File: src/rtl/spi_apb_initiator.sv
// APB3 initiator: one valid/ready command in, one APB transfer out, one response back.
// Optional ACCESS-phase timeout enabled by defining SPI_APB_INIT_TIMEOUT_EN.
module spi_apb_initiator #(
  parameter int APB_DWIDTH     = 8,
  parameter int APB_AWIDTH     = 7,
  parameter int TIMEOUT_CYCLES = 255
) (
  input  logic                  pclk,
  input  logic                  aresetn,
  input  logic                  cmd_valid,
  output logic                  cmd_ready,
  input  logic                  cmd_write,
  input  logic [APB_AWIDTH-1:0] cmd_addr,
  input  logic [APB_DWIDTH-1:0] cmd_wdata,
  output logic                  rsp_valid,
  input  logic                  rsp_ready,
  output logic [APB_DWIDTH-1:0] rsp_rdata,
  output logic                  rsp_err,
  output logic                  psel,
  output logic                  penable,
  output logic                  pwrite,
  output logic [APB_AWIDTH-1:0] paddr,
  output logic [APB_DWIDTH-1:0] pwdata,
  input  logic [APB_DWIDTH-1:0] prdata,
  input  logic                  pready,
  output logic [1:0]            dbg_state
);

  // Handshakes: a command transfers when cmd_valid & cmd_ready at a rising edge,
  // a response when rsp_valid & rsp_ready; rsp_valid/rsp_rdata/rsp_err hold until then.
  typedef enum logic [1:0] {IDLE, SETUP, ACCESS, RESP} state_e;

  state_e                  state_q, state_d;
  logic                    pwrite_q, pwrite_d;
  logic [APB_AWIDTH-1:0]   paddr_q, paddr_d;
  logic [APB_DWIDTH-1:0]   pwdata_q, pwdata_d;
  logic [APB_DWIDTH-1:0]   rsp_rdata_q, rsp_rdata_d;
  logic                    rsp_err_q, rsp_err_d;
  logic                    timeout;

`ifdef SPI_APB_INIT_TIMEOUT_EN
  localparam int CW = $clog2(TIMEOUT_CYCLES + 1);
  localparam logic [CW-1:0] TO_LAST = CW'(TIMEOUT_CYCLES - 1);

  logic [CW-1:0] cnt_q, cnt_d;

  // Counts ACCESS cycles spent waiting; restarts whenever a transfer enters ACCESS.
  always_comb begin
    cnt_d = cnt_q;
    if (state_q == SETUP) begin
      cnt_d = '0;
    end else if (state_q == ACCESS && !pready) begin
      cnt_d = cnt_q + CW'(1);
    end
  end

  assign timeout = (state_q == ACCESS) && !pready && (cnt_q == TO_LAST);

  always_ff @(posedge pclk or negedge aresetn) begin
    if (!aresetn) begin
      cnt_q <= '0;
    end else begin
      cnt_q <= cnt_d;
    end
  end
`else
  assign timeout = 1'b0;
`endif

  always_comb begin
    state_d     = state_q;
    pwrite_d    = pwrite_q;
    paddr_d     = paddr_q;
    pwdata_d    = pwdata_q;
    rsp_rdata_d = rsp_rdata_q;
    rsp_err_d   = rsp_err_q;
    unique case (state_q)
      IDLE: begin
        if (cmd_valid) begin
          pwrite_d = cmd_write;
          paddr_d  = cmd_addr;
          pwdata_d = cmd_wdata;
          state_d  = SETUP;
        end
      end
      SETUP: state_d = ACCESS;
      ACCESS: begin
        // pready in the last allowed cycle still counts as a normal completion
        if (pready) begin
          rsp_rdata_d = pwrite_q ? '0 : prdata;
          rsp_err_d   = 1'b0;
          state_d     = RESP;
        end else if (timeout) begin
          rsp_rdata_d = '0;
          rsp_err_d   = 1'b1;
          state_d     = RESP;
        end
      end
      RESP: begin
        if (rsp_ready) state_d = IDLE;
      end
      default: state_d = IDLE;
    endcase
  end

  always_ff @(posedge pclk or negedge aresetn) begin
    if (!aresetn) begin
      state_q     <= IDLE;
      pwrite_q    <= 1'b0;
      paddr_q     <= '0;
      pwdata_q    <= '0;
      rsp_rdata_q <= '0;
      rsp_err_q   <= 1'b0;
    end else begin
      state_q     <= state_d;
      pwrite_q    <= pwrite_d;
      paddr_q     <= paddr_d;
      pwdata_q    <= pwdata_d;
      rsp_rdata_q <= rsp_rdata_d;
      rsp_err_q   <= rsp_err_d;
    end
  end

  assign cmd_ready = (state_q == IDLE);
  assign psel      = (state_q == SETUP) || (state_q == ACCESS);
  assign penable   = (state_q == ACCESS);
  assign rsp_valid = (state_q == RESP);
  assign pwrite    = pwrite_q;
  assign paddr     = paddr_q;
  assign pwdata    = pwdata_q;
  assign rsp_rdata = rsp_rdata_q;
  assign rsp_err   = rsp_err_q;
  assign dbg_state = state_q;

endmodule
File: config.mk
export PLATFORM = sky130hd
export DESIGN_NAME = spi_apb_initiator
export DESIGN_NICKNAME = d
export VERILOG_FILES = /design/src/rtl/spi_apb_initiator.sv
export SDC_FILE = /design/constraint.sdc
export NUM_CORES = 1
export LEC_CHECK = 0
export ABC_CLOCK_PERIOD_IN_PS = 2200
export CAP_MARGIN = 20
export CORE_MARGIN = 4
export CORE_UTILIZATION = 40
export CTS_CLUSTER_SIZE = 8
export DETAILED_ROUTE_END_ITERATION = 7
export PLACE_DENSITY = 0.92
export SLEW_MARGIN = 20
export SYNTH_ARGS = -nofsm -noshare
export SYNTH_HDL_FRONTEND = slang
export SYNTH_SLANG_ARGS = --single-unit
File: constraint.sdc
create_clock -name pclk -period 2.2 [get_ports pclk]
set_input_delay 0.33 -clock pclk [delete_from_list [all_inputs] [get_ports pclk]]
set_output_delay 0.33 -clock pclk [all_outputs]
set_load 0.03 [all_outputs]
Yosys cells after proc, flatten, opt, wreduce, memory -nomap -nowiden
Cells that the tools add are included.

storage, ports and cells
  word-level logic and storage cells = 21
  register bits = 26
  output and inout bits = 31

cells by class
  multiplexer cells = 5
  eq/ne operators = 6
  reduce and logical (&&, ||, !) cells = 5

operators with widths
  operator                                                                 count
  8-bit 2-to-1 mux                                                         1
  2-bit case mux with 4 select lines                                       1
  2-bit 2-to-1 mux                                                         3
  2-bit == test, second input constant                                     2
  2-bit by 1-bit inequality test with 1-bit output, second input constant  2
  2-bit AND reduction                                                      2
  3-bit AND reduction                                                      1
  2-bit by 1-bit == test with 1-bit output, second input constant          1
  2-bit logical NOT                                                        1
  2-bit inequality test, second input constant                             1
  1-bit logical OR                                                         1

Longest topological paths before layout
  depth in word-level cells = 3
  gate-level depth with buffers = 6
  depth with buffers taken out = 5

Least setup slack after synthesis
No wires, ideal clock.

  path kind = reg-to-reg
  start = reg state_q[0], in the netlist dbg_state[0]
  end = reg state_q[1], in the netlist dbg_state[1]
  arrival = 1.800 ns
  stages on the path, launching flop included = 5
  buffers on the path = 0
  path slack = 0.272 ns
  cells stage by stage = dfrtp_1 > inv_1 > ha_1 > a222oi_1 > mux2_1

on the way
  cells in the longest elaborated chain, start to end = 3
  elaborated cells on any way between the ends = 9
  those cells by class = 6 x eq/ne; 1 x mux; 2 x reduce/logical

ends and longest elaborated chain
  what                                                               line  source
  start: declaration                                                 33    state_e state_q, state_d;
  start signal: assignment                                           115   state_q <= state_d;
  2-bit == test (*)                                                  -
  net penable                                                        20    output logic penable,
  2-bit by 1-bit inequality test with 1-bit output (no source line)  -
  3-bit AND reduction (no source line)                               -

Mark *: on every way through the listed nets, which the timed path passes. The rest lies on a longest branch.
A chain may end at the register's enable or synchronous reset.

Worst setup path in the final report
  start = reg state_q[1], in the netlist dbg_state[1]
  end = out rsp_valid

on the way
  cells in the longest elaborated chain, start to end = 1

ends and longest elaborated chain
  what              line  source
  2-bit == test     127   assign rsp_valid = (state_q == RESP);
  end: declaration  15    output logic rsp_valid,

Every way passes these cells.

==> results <==
-- kinds of logic after synthesis --
group / count (synthesis)
flops: 26
simple gates: 19
fa+ha+maj: 3
other cells: 1
compound gates: 9
buf+inv: 8
mux: 18
-- final timing paths --
kind,to,slack [ns],start
setup / recovery,rsp_valid,0.23,dbg_state[1]$_DFFE_PN0P_
setup reg to reg,dbg_state[1]$_DFFE_PN0P_,0.48,dbg_state[0]$_DFFE_PN0P_
hold reg to reg,rsp_rdata[3]$_DFFE_PN0P_,0.50,rsp_rdata[3]$_DFFE_PN0P_
min in group pclk,rsp_rdata[3]$_DFFE_PN0P_,0.50,rsp_rdata[3]$_DFFE_PN0P_
hold / removal,paddr[4]$_DFFE_PN0P_,0.37,aresetn
max in group asynchronous,pwdata[1]$_DFFE_PN0P_,1.58,aresetn
-- Yosys cell counts --
cell type,number,area share [%]
o21ai_0,8,3.7
a222oi_1,1,0.94
mux2_1,1,1.1
buf_2,1,0.47
inv_1,5,1.8
nand2b_1,8,4.7
buf_4,1,0.70
clkbuf_1,1,0.35
nand2_1,10,3.5
nor2_1,1,0.35
dfrtp_1,26,61
mux2i_1,1,0.94
mux2_2,16,17
conb_1,1,0.35
ha_1,3,3.5
-- power groups by stage --
stage          Sequential [W]  Clock [W]  Combinational [W]
4_1_cts              0.000862   0.000250            0.00171
5_1_grt              0.000899   0.000262            0.00179
3_3_place_gp         0.000847          0            0.00167
6_report             0.000857   0.000236            0.00168
2_1_floorplan         0.00132          0           0.000523
3_5_place_dp         0.000872          0            0.00171
-- state kept, by name, indices dropped and copies added, names as in the netlist --
name,count
pwrite,1
dbg_state,2
pwdata,8
rsp_rdata,8
paddr,7
-- worst max-delay path, stage by stage, from the launching register on --
cell and delay (ns):
dfrtp_1 0.44, ha_1 0.20, clkdlybuf4s50_1 0.70
-- through the flow --
stage / power [W] / setup slack, ns / cells
final: 0.002775 / 0.2273 / 175
after global routing: 0.002951 / 0.1681 / 175
after CTS: 0.002824 / 0.05892 / 175
after detailed placement: 0.002579 / 0.3236 / 171
after global placement: 0.002514 / 0.4213 / 171
after floorplan: 0.001844 / 0.2720 / 84
-- area by class of cell --
cell class / instances / area, µm²
inverters: 5 / 18.77
well taps: 30 / 37.54
fillers: 210 / 792.0
repair buffers: 60 / 603.1
clock buffers: 4 / 36.28
multi-input cells: 50 / 384.1
flip-flops and latches: 26 / 650.6
-- routing by layer --
metal | GRT usage, % | up-vias | share of wire (%)
met3 | 5.616 | 0 | 12
li1 | - | 401 | -
met5 | 0 | - | 0
met4 | 1.899 | 0 | 0
met1 | 17.38 | 401 | 38
met2 | 28.40 | 43 | 50
==> results.ini <==
[finish]
final_common_cell = clkdlybuf4s50_1
final_area_um2 = 1730
nNetsFinal = 178
final_core_util_pct = 68.60
drive_gt1_share_pct = 15.17
antenna_cells = 0
layout_common_cells = clkdlybuf4s50_1, dfrtp_1, mux2_2
area_growth_pct = 61.75

[floorplanning]
die-area_um2 = 3566
die_h_um = 59.72
io_pins = 60
rows = 18
start_util_pct = 42.41
die_width_um = 59.72
core_um2 = 2522

[grt]
grt.total_usage_pct = 15.44
grt_max_degree = 27
antenna_found_initial = 0
grt_pass1_wl_um = 4202
grt_overflow = 0
grt_pass1_vias = 908

[routing]
vias_per_cell = 4.829
wire_per_inst_um = 14.50
drc = 0
drt_iter0_markers = 27
vias = 845
antenna_left = 0
drt_pass1_iterations = 4
totalWireLength_um = 2538

[setup_path]
startpoint_type = flop
crit_path_end_kind = output port
worstRegToRegCells = 4
path_class = reg -> out
crit_path_max_fanout = 5
critPathRequiredTime_ns = 1.87
critPathArrivalTime_ns = 1.64

[sta]
finalSetupViolCount = 0
fin_setup_tns_ns = 0
relSlewSlack_pct = 66.45
worst_slew_pin_slew_ns = 0.5033
period_share_pct = 89.67
final_max_slew_viol_count = 0
period_needed_ns = 1.973
fmax_ghz = 0.5069
hold_violations = 0
rsz0062_at_grt = no
holdWs_ns = 0.3673
fin_skew_ns = 0.008793

[synth]
synth_fa_ha_area_share_pct = 3.509
ys_ff_latch = 26
synthMuxAreaShare_pct = 18.83
ys_types = 15
synth-xor-area-share_pct = 0
synthSimpleGateAreaFrac_pct = 8.538
ys_warn_count = 0
synth_top_family_by_area = multiplexers
syn-num-nets = 116
synth_area_per_cell_um2 = 12.74
synth_compound_area_share_pct = 4.678
synth_cells = 84
yosysSeqAreaShare_pct = 60.82
syn-cell-area_um2 = 1070

[power_and_ir_drop]
p_int_w = 0.001579
power.ir.vdd_worst_mv = 1.199
p_sw_w = 0.001196
switching_share_pct = 43.09
p_leak_nw = 0.7923
p_clk_share_pct = 8.5
power.share.combinational_pct = 60.6
p_seq_share_pct = 30.9
powerDensity_nw_per_um2 = 1604

[clock_tree]
cts_buffers = 3
cts.clk_slew.worst_paths_ns = 0.14
hold_buffers = 0
cts_num_sinks = 26
cts_tree = built
cts_resized = 0
cts_buffer_depth = 2
post_cts_buffers = 0
htreeDepth = 1
worstSkewPairLatency_ns = 0.31
cts_root_buffer = clkbuf_4

[placed_design]
placedInstanceArea_um2 = 1687
dp_hpwl_um = 2049
io_buffers = 58
place_congestion = 0.7030

[hold_path]
min_path_type = in -> async

[run]
max-cap-violations = 0

[outcome]
outcome = completed

No activity file was read; power rests on OpenSTA's default activity.
